`src/rtl/sync_down_counter.sv`:
```
// sync_down_counter: loadable down counter with a period-load handshake,
// registered terminal-count pulse and a divided output that toggles on each pulse.
module sync_down_counter #(
  parameter int WIDTH       = 4,
  parameter bit AUTO_RELOAD = 1'b1
) (
  input  logic             clk_i,
  input  logic             rst_n_i,
  input  logic             clr_i,
  input  logic             en_i,
  input  logic             load_valid_i,
  input  logic [WIDTH-1:0] load_val_i,
  output logic             load_ready_o,
  output logic [WIDTH-1:0] q_o,
  output logic             tc_o,
  output logic             div_o,
  output logic             busy_o
);
  typedef enum logic [1:0] {IDLE, RUN, DONE} state_t;
  state_t           state_q, state_d;
  logic [WIDTH-1:0] q_q, q_d, per_q, per_d;
  logic             tc_q, tc_d, div_q, div_d, load;
  assign load_ready_o = (state_q != RUN) || AUTO_RELOAD;
  assign busy_o       = state_q == RUN;
  assign load         = load_valid_i && load_ready_o;
  assign q_o          = q_q;
  assign tc_o         = tc_q;
  assign div_o        = div_q;
  always_comb begin
    state_d = state_q;
    q_d     = q_q;
    per_d   = per_q;
    tc_d    = 1'b0;
    if (clr_i) begin
      state_d = IDLE;
      q_d     = '0;
      per_d   = '0;
    end else if (load && state_q != RUN) begin
      q_d     = load_val_i;
      per_d   = load_val_i;
      state_d = (load_val_i == '0 && !AUTO_RELOAD) ? DONE : RUN;
      tc_d    = load_val_i == '0;
    end else begin
      // a load while running only retargets the next reload; the current reload uses the old period
      if (load) per_d = load_val_i;
      if (state_q == RUN && en_i) begin
        if (q_q != '0) begin
          q_d  = q_q - WIDTH'(1);
          tc_d = q_q == WIDTH'(1);
          if (!AUTO_RELOAD && q_q == WIDTH'(1)) state_d = DONE;
        end else if (AUTO_RELOAD) begin
          q_d  = per_q;
          tc_d = per_q == '0;
        end
      end
    end
    div_d = clr_i ? 1'b0 : div_q ^ tc_d;
  end
  always_ff @(posedge clk_i or negedge rst_n_i) begin
    if (!rst_n_i) begin
      state_q <= IDLE;
      q_q     <= '0;
      per_q   <= '0;
      tc_q    <= 1'b0;
      div_q   <= 1'b0;
    end else begin
      state_q <= state_d;
      q_q     <= q_d;
      per_q   <= per_d;
      tc_q    <= tc_d;
      div_q   <= div_d;
    end
  end
endmodule

```
`config.mk`:
```
export PLATFORM = sky130hd
export DESIGN_NAME = sync_down_counter
export DESIGN_NICKNAME = d
export VERILOG_FILES = /design/src/rtl/sync_down_counter.sv
export SDC_FILE = /design/constraint.sdc
export NUM_CORES = 1
export LEC_CHECK = 0
export ABC_AREA = 1
export BUFFER_PORTS_ARGS = -buffer_cell sky130_fd_sc_hd__buf_2
export CAP_MARGIN = 20
export CORE_MARGIN = 2
export CORE_UTILIZATION = 50
export DETAILED_ROUTE_END_ITERATION = 12
export PLACE_DENSITY_LB_ADDON = 0.2
export SLEW_MARGIN = 0
export SYNTH_ARGS = -nofsm -noshare
export SYNTH_HDL_FRONTEND = slang
export SYNTH_SLANG_ARGS = --single-unit
```
`constraint.sdc`:
```
create_clock -name clk_i -period 1.6 [get_ports clk_i]
set_clock_uncertainty 0.15 [all_clocks]
set_input_delay 0.24 -clock clk_i [delete_from_list [all_inputs] [get_ports clk_i]]
set_output_delay 0.24 -clock clk_i [all_outputs]
set_load 0.005 [all_outputs]
```
Word level (Yosys, flattened, before mapping)
Index checks and enable logic that the tools add are counted.

Bits in registers: 12. Bits in latches: 0. Bits in writable memories: 0. ROM bits: 0. Input bits: 9. Output and inout bits: 8. Logic and storage cells: 32. Memories kept: 0.

Add/sub/neg operators: 1. Multiply operators: 0. Divide/modulo/power cells: 0. $lt $le $gt $ge: 0. Equal/unequal tests: 3. Shift operators: 0. Mux-type cells: 14. Bitwise logic cells: 1. Reduce and logical (&&, ||, !) cells: 8.

Operators with widths (number): 2-to-1 mux 4 bit (7); logical NOT 4 bit (2); nonzero test 3 bit (2); 2-to-1 mux 1 bit (5); equality test 4 x 1 -> 1 bit, second input constant (1); 2-to-1 mux 2 bit (2); nonzero test 4 bit (1); subtractor 4 x 1 -> 4 bit, second input constant (1); equality test 2 x 1 -> 1 bit, second input constant (1); logical AND 1 bit (2); inequality test 2 x 1 -> 1 bit, second input constant (1); nonzero test 2 bit (1); XOR 1 bit (1).

Logic depth before layout (Yosys ltp)
Gate-level depths: netlist of the first run.

Depth after elaboration: 7. Gate-level depth with buffers: 11. Depth with buffers taken out: 11.

Worst setup path after synthesis of the first run
No wires, ideal clock.

Path kind: reg-to-reg. Start point: register q_q[0], in the netlist q_o[0]. End point: register div_q, in the netlist div_o. Setup time: 0.119 ns. Data arrival time: 1.214 ns. Data required time: 1.331 ns. Setup slack: 0.117 ns. Stages on the path, launching flop included: 12. Path buffers: 0. Period minus slack after synthesis: 1.483 ns. Path through: dfrtp_1 -> inv_1 -> ha_1 -> inv_1 -> nand2_1 -> nand2_1 -> nor2_2 -> nand2_2 -> nand2_2 -> nand3_2 -> nand2_1 -> nor2_1.

Cells in the longest elaborated chain, start to end: 7. Elaborated cells on any way between the ends: 8. Those cells by class: eq/ne (1); mux (5); bitwise (1); reduce/logical (1).

RTL lines: start, declared (RTL line 21) `logic [WIDTH-1:0] q_q, q_d, per_q, per_d;`; start signal, assigned (RTL line 68) `q_q <= q_d;`; equality test 4 x 1 -> 1 bit or nonzero test 4 bit (tied branches) (RTL line 49, 47); 2-to-1 mux 1 bit (*) (RTL line 47) `if (q_q != '0) begin`; 2-to-1 mux 1 bit (*) (RTL line 46) `if (state_q == RUN && en_i) begin`; 2-to-1 mux 1 bit (*) (RTL line 38) `end else if (load && state_q != RUN) begin`; 2-to-1 mux 1 bit (*) (RTL line 34) `if (clr_i) begin`; XOR 1 bit (*) (RTL line 57) `div_d = clr_i ? 1'b0 : div_q ^ tc_d;`; 2-to-1 mux 1 bit (*) (RTL line 57); named net div_d (RTL line 22) `logic tc_q, tc_d, div_q, div_d, load;`; end signal, assigned (RTL line 71) `div_q <= div_d;`; end, declared (RTL line 22).

The timed path passes the listed nets; every way through them passes the cells marked *. A chain may end at the register's enable or synchronous reset.

Final worst setup path of the first run
Start point: register q_q[1], in the netlist q_o[1]. End point: register div_q, in the netlist div_o.

The elaborated chain is that of the path after synthesis.

==> summary.md, run 1 <==
| Metric | Value |
|---|---|
| Run status | finished, final reports clean |
| First-pass GRT wire length | 2283 um |
| Routed via count | 637 |
| Max Buffers Root-to-Sink | 2 |
| TritonCTS clock tree | yes |
| TritonCTS buffer count | 3 |
| Synthesis Warnings | 0 |
| Core Region | 0.001318 mm^2 |
| DIE AREA | 0.001742 mm^2 |
| Max Cap Viol | 0 |
| Top post-synthesis cells by area | dfrtp_1, nand2_1, inv_1 |
| Final ANT Viol Nets | 0 |
| Number of clock sinks | 11 |
| Final setup vio count | 0 |
| Chip Height | 41.74 um |
| Worst Path Arrival | 1470 ps |
| Nets@finish | 128 |
| Final worst setup slack | 133.1 ps |
| Pin count of the biggest net entering global routing | 12 |
| Avg Cell Area, Syn | 7.655 um^2 |
| Register area share after synthesis | 0.3866 |
| Final Power | 0.9654 mW |
| Fillcell total | 123 |
| Startpoint Class | flip-flop |
| Initial DRC count | 7 |
| Yosys top cell area share | 0.3866 |
| DRC errors left | 0 |
| GP Congestion | 0.9260 |
| Row Count | 13 |
| Root Buffer | clkbuf_4 |
| Lkg Pwr | 0.4780 nW |
| Initial Util | 0.5404 |
| Max-slew violation count | 0 |
| Antenna violations before repair | 0 |
| DP HPWL | 1056 um |
| Port bufs | 15 |
| Worst Setup End Kind | flip-flop |
| DP Worst Slack | 37.77 ps |
| Syn_nets | 105 |
| DIE WIDTH | 41.74 um |
| Placed Area | 805.8 um^2 |
| Gr usage total | 0.1702 |
| Reg area | 275.3 um^2 |
| Crit path max fanout | 4 |
| Setup CP Type | flip-flop to flip-flop |
| Placed cell count | 123 |
| Diode count | 0 |
| Number of synthesized register bits | 11 |
| Worst-Skew Late Latency | 260 ps |
| Core Util, Final | 0.6695 |
| Proportion of layout cells with a drive suffix above 1 | 0.3391 |
| Total grt overflow | 0 |
| Most area-hungry cell type in the Yosys netlist | dfrtp_1 |
| Initial DRT Pass Iterations | 3 |
| Clock transition at the registers of the reported paths | 70 ps |
| Power Density | 1094 mW/mm^2 |
| Synth Instances | 93 |
| Routed WL | 1338 um |
| Vias per cell | 4.900 |
| Worst EP required | 1610 ps |
| Min-delay worst type | input port to flip-flop |
| WL/cell | 10.29 um |
| Final period util | 0.9168 |
| Mapped Area | 711.9 um^2 |
| Worst IR drop on VDD | 449.1 uV |
| Fin area | 882.1 um^2 |
| Synthesis-to-layout area growth | 23.90% |
| Multi-input gate area | 379.1 um^2 |
| Fin crit period | 1467 ps |
| Final hold viol count | 0 |
| # IOs | 17 |
| H-tree levels | 1 |
| Hold Slack | 41.14 ps |
| RSZ-0062 raised after global routing | false |
| Peak Freq | 681.7 MHz |
| Number of global-route vias before repair | 552 |
| Synth unique cells | 24 |
| Final Non-Filler Cells | 130 |
| Sum of negative setup slack | 0 ps |
-- area by class of cell --
type                            count  area share
Multi-Input combinational cell     63      0.4298
Tap cell                           15     0.02128
Clock buffer                        4     0.02979
Timing Repair Buffer               19      0.1262
Sequential cell                    11      0.3121
Inverter                           18     0.08085
-- layout by cell type, fill, tap and decap left out, types with 2 or more instances in the layout --
master    instances
a21oi_1           4
nand2_2           4
nor2_1            3
buf_2            15
nand3_1           2
inv_1            14
nand2_4           2
dfrtp_1          11
inv_2             2
o211ai_1          2
nand2_1          20
clkbuf_4          3
o22ai_1           3
buf_4             2
o21ai_1           2
o21ai_0           8
nand3_2           2
-- power by group --
group / switching, mW / internal (mW)
Clock: 0.0874 / 0.0964
Combinational: 0.235 / 0.187
Sequential: 0.0428 / 0.316
Total: 0.366 / 0.600
-- metal layers --
| metal | GRT usage | wire [um] |
|---|---|---|
| met4 | 0.03871 | 0 |
| met5 | 0 | 0 |
| met1 | 0.2225 | 660 |
| met3 | 0.05217 | 50 |
| met2 | 0.2750 | 627 |
-- cells in the mapped netlist --
| library cell | n |
|---|---|
| nand2_1 | 21 |
| dfrtp_1 | 11 |
| nor2_4 | 1 |
| o211ai_1 | 2 |
| nor2_1 | 3 |
| o21ai_1 | 2 |
| nor2_2 | 1 |
| nor3_1 | 1 |
| nand2_2 | 3 |
| conb_1 | 1 |
| and2_1 | 1 |
| inv_4 | 1 |
| o21ai_2 | 1 |
| buf_4 | 1 |
| xor2_1 | 1 |
| nand3_2 | 2 |
| o21ai_0 | 8 |
| clkinv_2 | 1 |
| inv_1 | 16 |
| nand3_1 | 2 |
| a21oi_1 | 5 |
| o22ai_1 | 3 |
| ha_1 | 3 |
| nand2_4 | 2 |
-- flip-flops by register name, summed over array words and instances, names as in the netlist --
name	cells
tc_o	1
per_q	4
state_q	1
q_o	4
div_o	1
-- worst paths after layout --
kind	startpoint	depth (start not counted)	slack, ps	end
worst max-delay path	q_o[1]$_DFFE_PN0P_	11	130	div_o$_DFF_PN0_
worst min-delay path	clr_i	2	40	state_q[0]$_DFFE_PN0P_
worst max register to register	q_o[1]$_DFFE_PN0P_	11	130	div_o$_DFF_PN0_
worst min register to register	per_q[0]$_DFFE_PN0P_	2	400	per_q[0]$_DFFE_PN0P_
max in group asynchronous	rst_n_i	2	880	div_o$_DFF_PN0_
min in group asynchronous	rst_n_i	2	220	per_q[2]$_DFFE_PN0P_
-- logic make-up (layout without fill, tap and decap cells) --
group	count (synthesis)	after routing	synth area share
AND/OR/NAND/NOR	37	37	0.2671
XOR/XNOR	1	1	0.01230
buffers and inverters	19	41	0.1107
AO/OA/AOI/OAI	21	21	0.1652
other	1	1	0.005267
adder cells (fa/ha/maj)	3	3	0.05273
flip-flops	11	11	0.3866
-- worst max-delay path: stages (launching register included) --
cell	delay, ps
dfrtp_1	400
inv_2	100
ha_2	170
inv_1	30
nand2_1	60
nand2_2	60
nor2_2	90
nand2_2	60
nand2_2	80
nand3_2	60
nand2_1	60
nor2_1	40
-- timing repair --
action | in CTS | in global routing
setup buffers | 0 | 2
setup endpoints to repair | 0 | 3
hold buffers | 1 | 0
gates resized for setup | 0 | 8
hold endpoints to repair | 11 | 0
Note: power is estimated with default switching activity, not from simulation.
==> run 2: changes to the inputs <==
--- a/config.mk
+++ b/config.mk
@@ -11,6 +11,8 @@
 export CORE_MARGIN = 2
 export CORE_UTILIZATION = 50
 export DETAILED_ROUTE_END_ITERATION = 12
+export GPL_ROUTABILITY_DRIVEN = 0
+export MAX_ROUTING_LAYER = met4
 export PLACE_DENSITY_LB_ADDON = 0.2
 export SLEW_MARGIN = 0
 export SYNTH_ARGS = -nofsm -noshare
==> summary.md, run 2 (synthesized netlist as in run 1, its figures left out) <==
| Metric | Value |
|---|---|
| Run status | finished, final reports clean |
| Core Region | 0.001318 mm^2 (unchanged) |
| Min-delay worst type | input port to flip-flop |
| Clock transition at the registers of the reported paths | 70 ps (about the same) |
| Worst Path Buf+Inv | 2 (unchanged) |
| Power Density | 1096 mW/mm^2 (+0.10%) |
| Diode count | 0 (unchanged) |
| Worst IR drop on VDD | 449.1 uV (about the same) |
| Max Buffers Root-to-Sink | 2 (unchanged) |
| Number of clock sinks | 11 (unchanged) |
| Max-slew violation count | 0 (unchanged) |
| CP max-delay cell | dfrtp_1 |
| Antenna violations before repair | 0 (unchanged) |
| Peak Freq | 682.6 MHz (+0.14%) |
| Worst EP required | 1610 ps (about the same) |
| CP Cell Sequence | inv_2 -> ha_2 -> inv_1 -> nand2_1 -> nand2_2 -> nor2_2 -> nand2_2 -> nand2_2 -> nand3_2 -> nand2_1 -> nor2_1 |
| Gr usage total | 0.1749 (+0.004775) |
| Initial DRC count | 7 (unchanged) |
| Worst Setup End Kind | flip-flop |
| TritonCTS buffer count | 3 (unchanged) |
| Number of global-route vias before repair | 548 (-0.72%) |
| Row Count | 13 (unchanged) |
| Crit path max fanout | 4 (unchanged) |
| Fillcell total | 123 (unchanged) |
| Initial Util | 0.5404 (unchanged) |
| # IOs | 17 (unchanged) |
| Setup CP Type | flip-flop to flip-flop |
| Nets@finish | 128 (unchanged) |
| Vias per cell | 4.854 (-0.94%) |
| DIE AREA | 0.001742 mm^2 (unchanged) |
| Hold Slack | 39.59 ps (-1.552 ps) |
| Worst path most repeated cell | nand2_2 |
| Commonest non-fill, non-tap cell in the layout | nand2_1 |
| Routed WL | 1337 um (about the same) |
| Final period util | 0.9156 (-0.001239) |
| Sum of negative setup slack | 0 ps (unchanged) |
| Fin crit period | 1465 ps (-1.983 ps) |
| Delay-heaviest family, CP | simple AND/OR/NAND/NOR gates |
| Worst Path Arrival | 1470 ps (about the same) |
| Most frequent cells in the layout | nand2_1, buf_2, inv_1, dfrtp_1, o21ai_0 |
| RSZ-0062 raised after global routing | false |
| Final ANT Viol Nets | 0 (unchanged) |
| Startpoint Class | flip-flop |
| H-tree levels | 1 (unchanged) |
| DP HPWL | 1056 um (unchanged) |
| First-pass GRT wire length | 2283 um (unchanged) |
| Final setup vio count | 0 (unchanged) |
| Max Cap Viol | 0 (unchanged) |
| Routed via count | 631 (-0.94%) |
| CP Depth | 11 (unchanged) |
| Chip Height | 41.74 um (unchanged) |
| Total grt overflow | 0 (unchanged) |
| Min-Delay Path Depth | 2 (unchanged) |
| WL/cell | 10.28 um (about the same) |
| TritonCTS clock tree | yes |
| Reg2Reg Depth | 11 (unchanged) |
| Synthesis-to-layout area growth | 23.90% (unchanged) |
| Worst-Skew Late Latency | 260 ps (about the same) |
| Root Buffer | clkbuf_4 |
| Proportion of layout cells with a drive suffix above 1 | 0.3391 (unchanged) |
| Lkg Pwr | 0.4780 nW (unchanged) |
| DRC errors left | 0 (unchanged) |
| Port bufs | 15 (unchanged) |
| Slowest Stage Delay on Critical Path | 400 ps (about the same) |
| Pin count of the biggest net entering global routing | 12 (unchanged) |
| Final hold viol count | 0 (unchanged) |
| Initial DRT Pass Iterations | 3 (unchanged) |
| DIE WIDTH | 41.74 um (unchanged) |
[run 2: layout make-up]
| class | instances | area [um^2] | area share |
|---|---|---|---|
| Clock buffer | 4 | 26.28 | 0.02979 |
| Inverter | 18 | 71.32 | 0.08085 |
| Multi-Input combinational cell | 63 | 379.1 | 0.4298 |
| Sequential cell | 11 | 275.3 | 0.3121 |
| Tap cell | 15 | 18.77 | 0.02128 |
| Timing Repair Buffer | 19 | 111.4 | 0.1262 |
[run 2: layer usage]
layer | global-route usage | vias to the layer above | part of all wire
met5 | - | - | 0
met4 | 0.03871 | 0 | 0
met3 | 0.05217 | 0 | 0.042
met2 | 0.2750 | 15 | 0.46
met1 | 0.2225 | 277 | 0.50
li1 | - | 339 | -
[run 2: report_power, final]
group          internal [mW]  switching (mW)
Clock                 0.0964          0.0885
Sequential             0.316          0.0428
Combinational          0.187           0.235
Total                  0.600           0.367
[run 2: worst paths after layout]
check                                     startpoint                     end  slack [ps]
worst max-delay path              q_o[1]$_DFFE_PN0P_         div_o$_DFF_PN0_         140
worst min-delay path                           clr_i  state_q[0]$_DFFE_PN0P_          40
worst max register to register    q_o[1]$_DFFE_PN0P_         div_o$_DFF_PN0_         140
worst min register to register  per_q[0]$_DFFE_PN0P_    per_q[0]$_DFFE_PN0P_         400
max in group asynchronous                    rst_n_i         div_o$_DFF_PN0_         880
min in group asynchronous                    rst_n_i    per_q[2]$_DFFE_PN0P_         220
[run 2: worst register-to-register path: cells and delay by family, from the launching register on]
kind / cells / cell delay, ps
AND/OR/NAND/NOR: 8 / 510
flip-flops: 1 / 400
adder cells (fa/ha/maj): 1 / 170
buffers and inverters: 2 / 130
[run 2: what timing repair did]
action                                  CTS  global route
gates resized for setup                   0             8
hold endpoints to repair                 11             0
buffers inserted                          0             2
hold buffers                              1             0
endpoints found under the setup margin    0             3
[run 2: through the flow]
step | setup WS [ps] | cell area (um^2) | utilization | total power [mW] | std cells
final | 135.1 | 882.1 | 0.6695 | 0.9664 | 130
after global routing | 2.134 | 882.1 | 0.6695 | 1.058 | 130
after CTS | 22.68 | 842.1 | 0.6391 | 0.9282 | 128
after detailed placement | 37.77 | 805.8 | 0.6116 | 0.7388 | 123
after global placement | 68.47 | 805.8 | 0.6116 | 0.7322 | 123
after floorplan | 117.1 | 711.9 | - | 0.6333 | 93
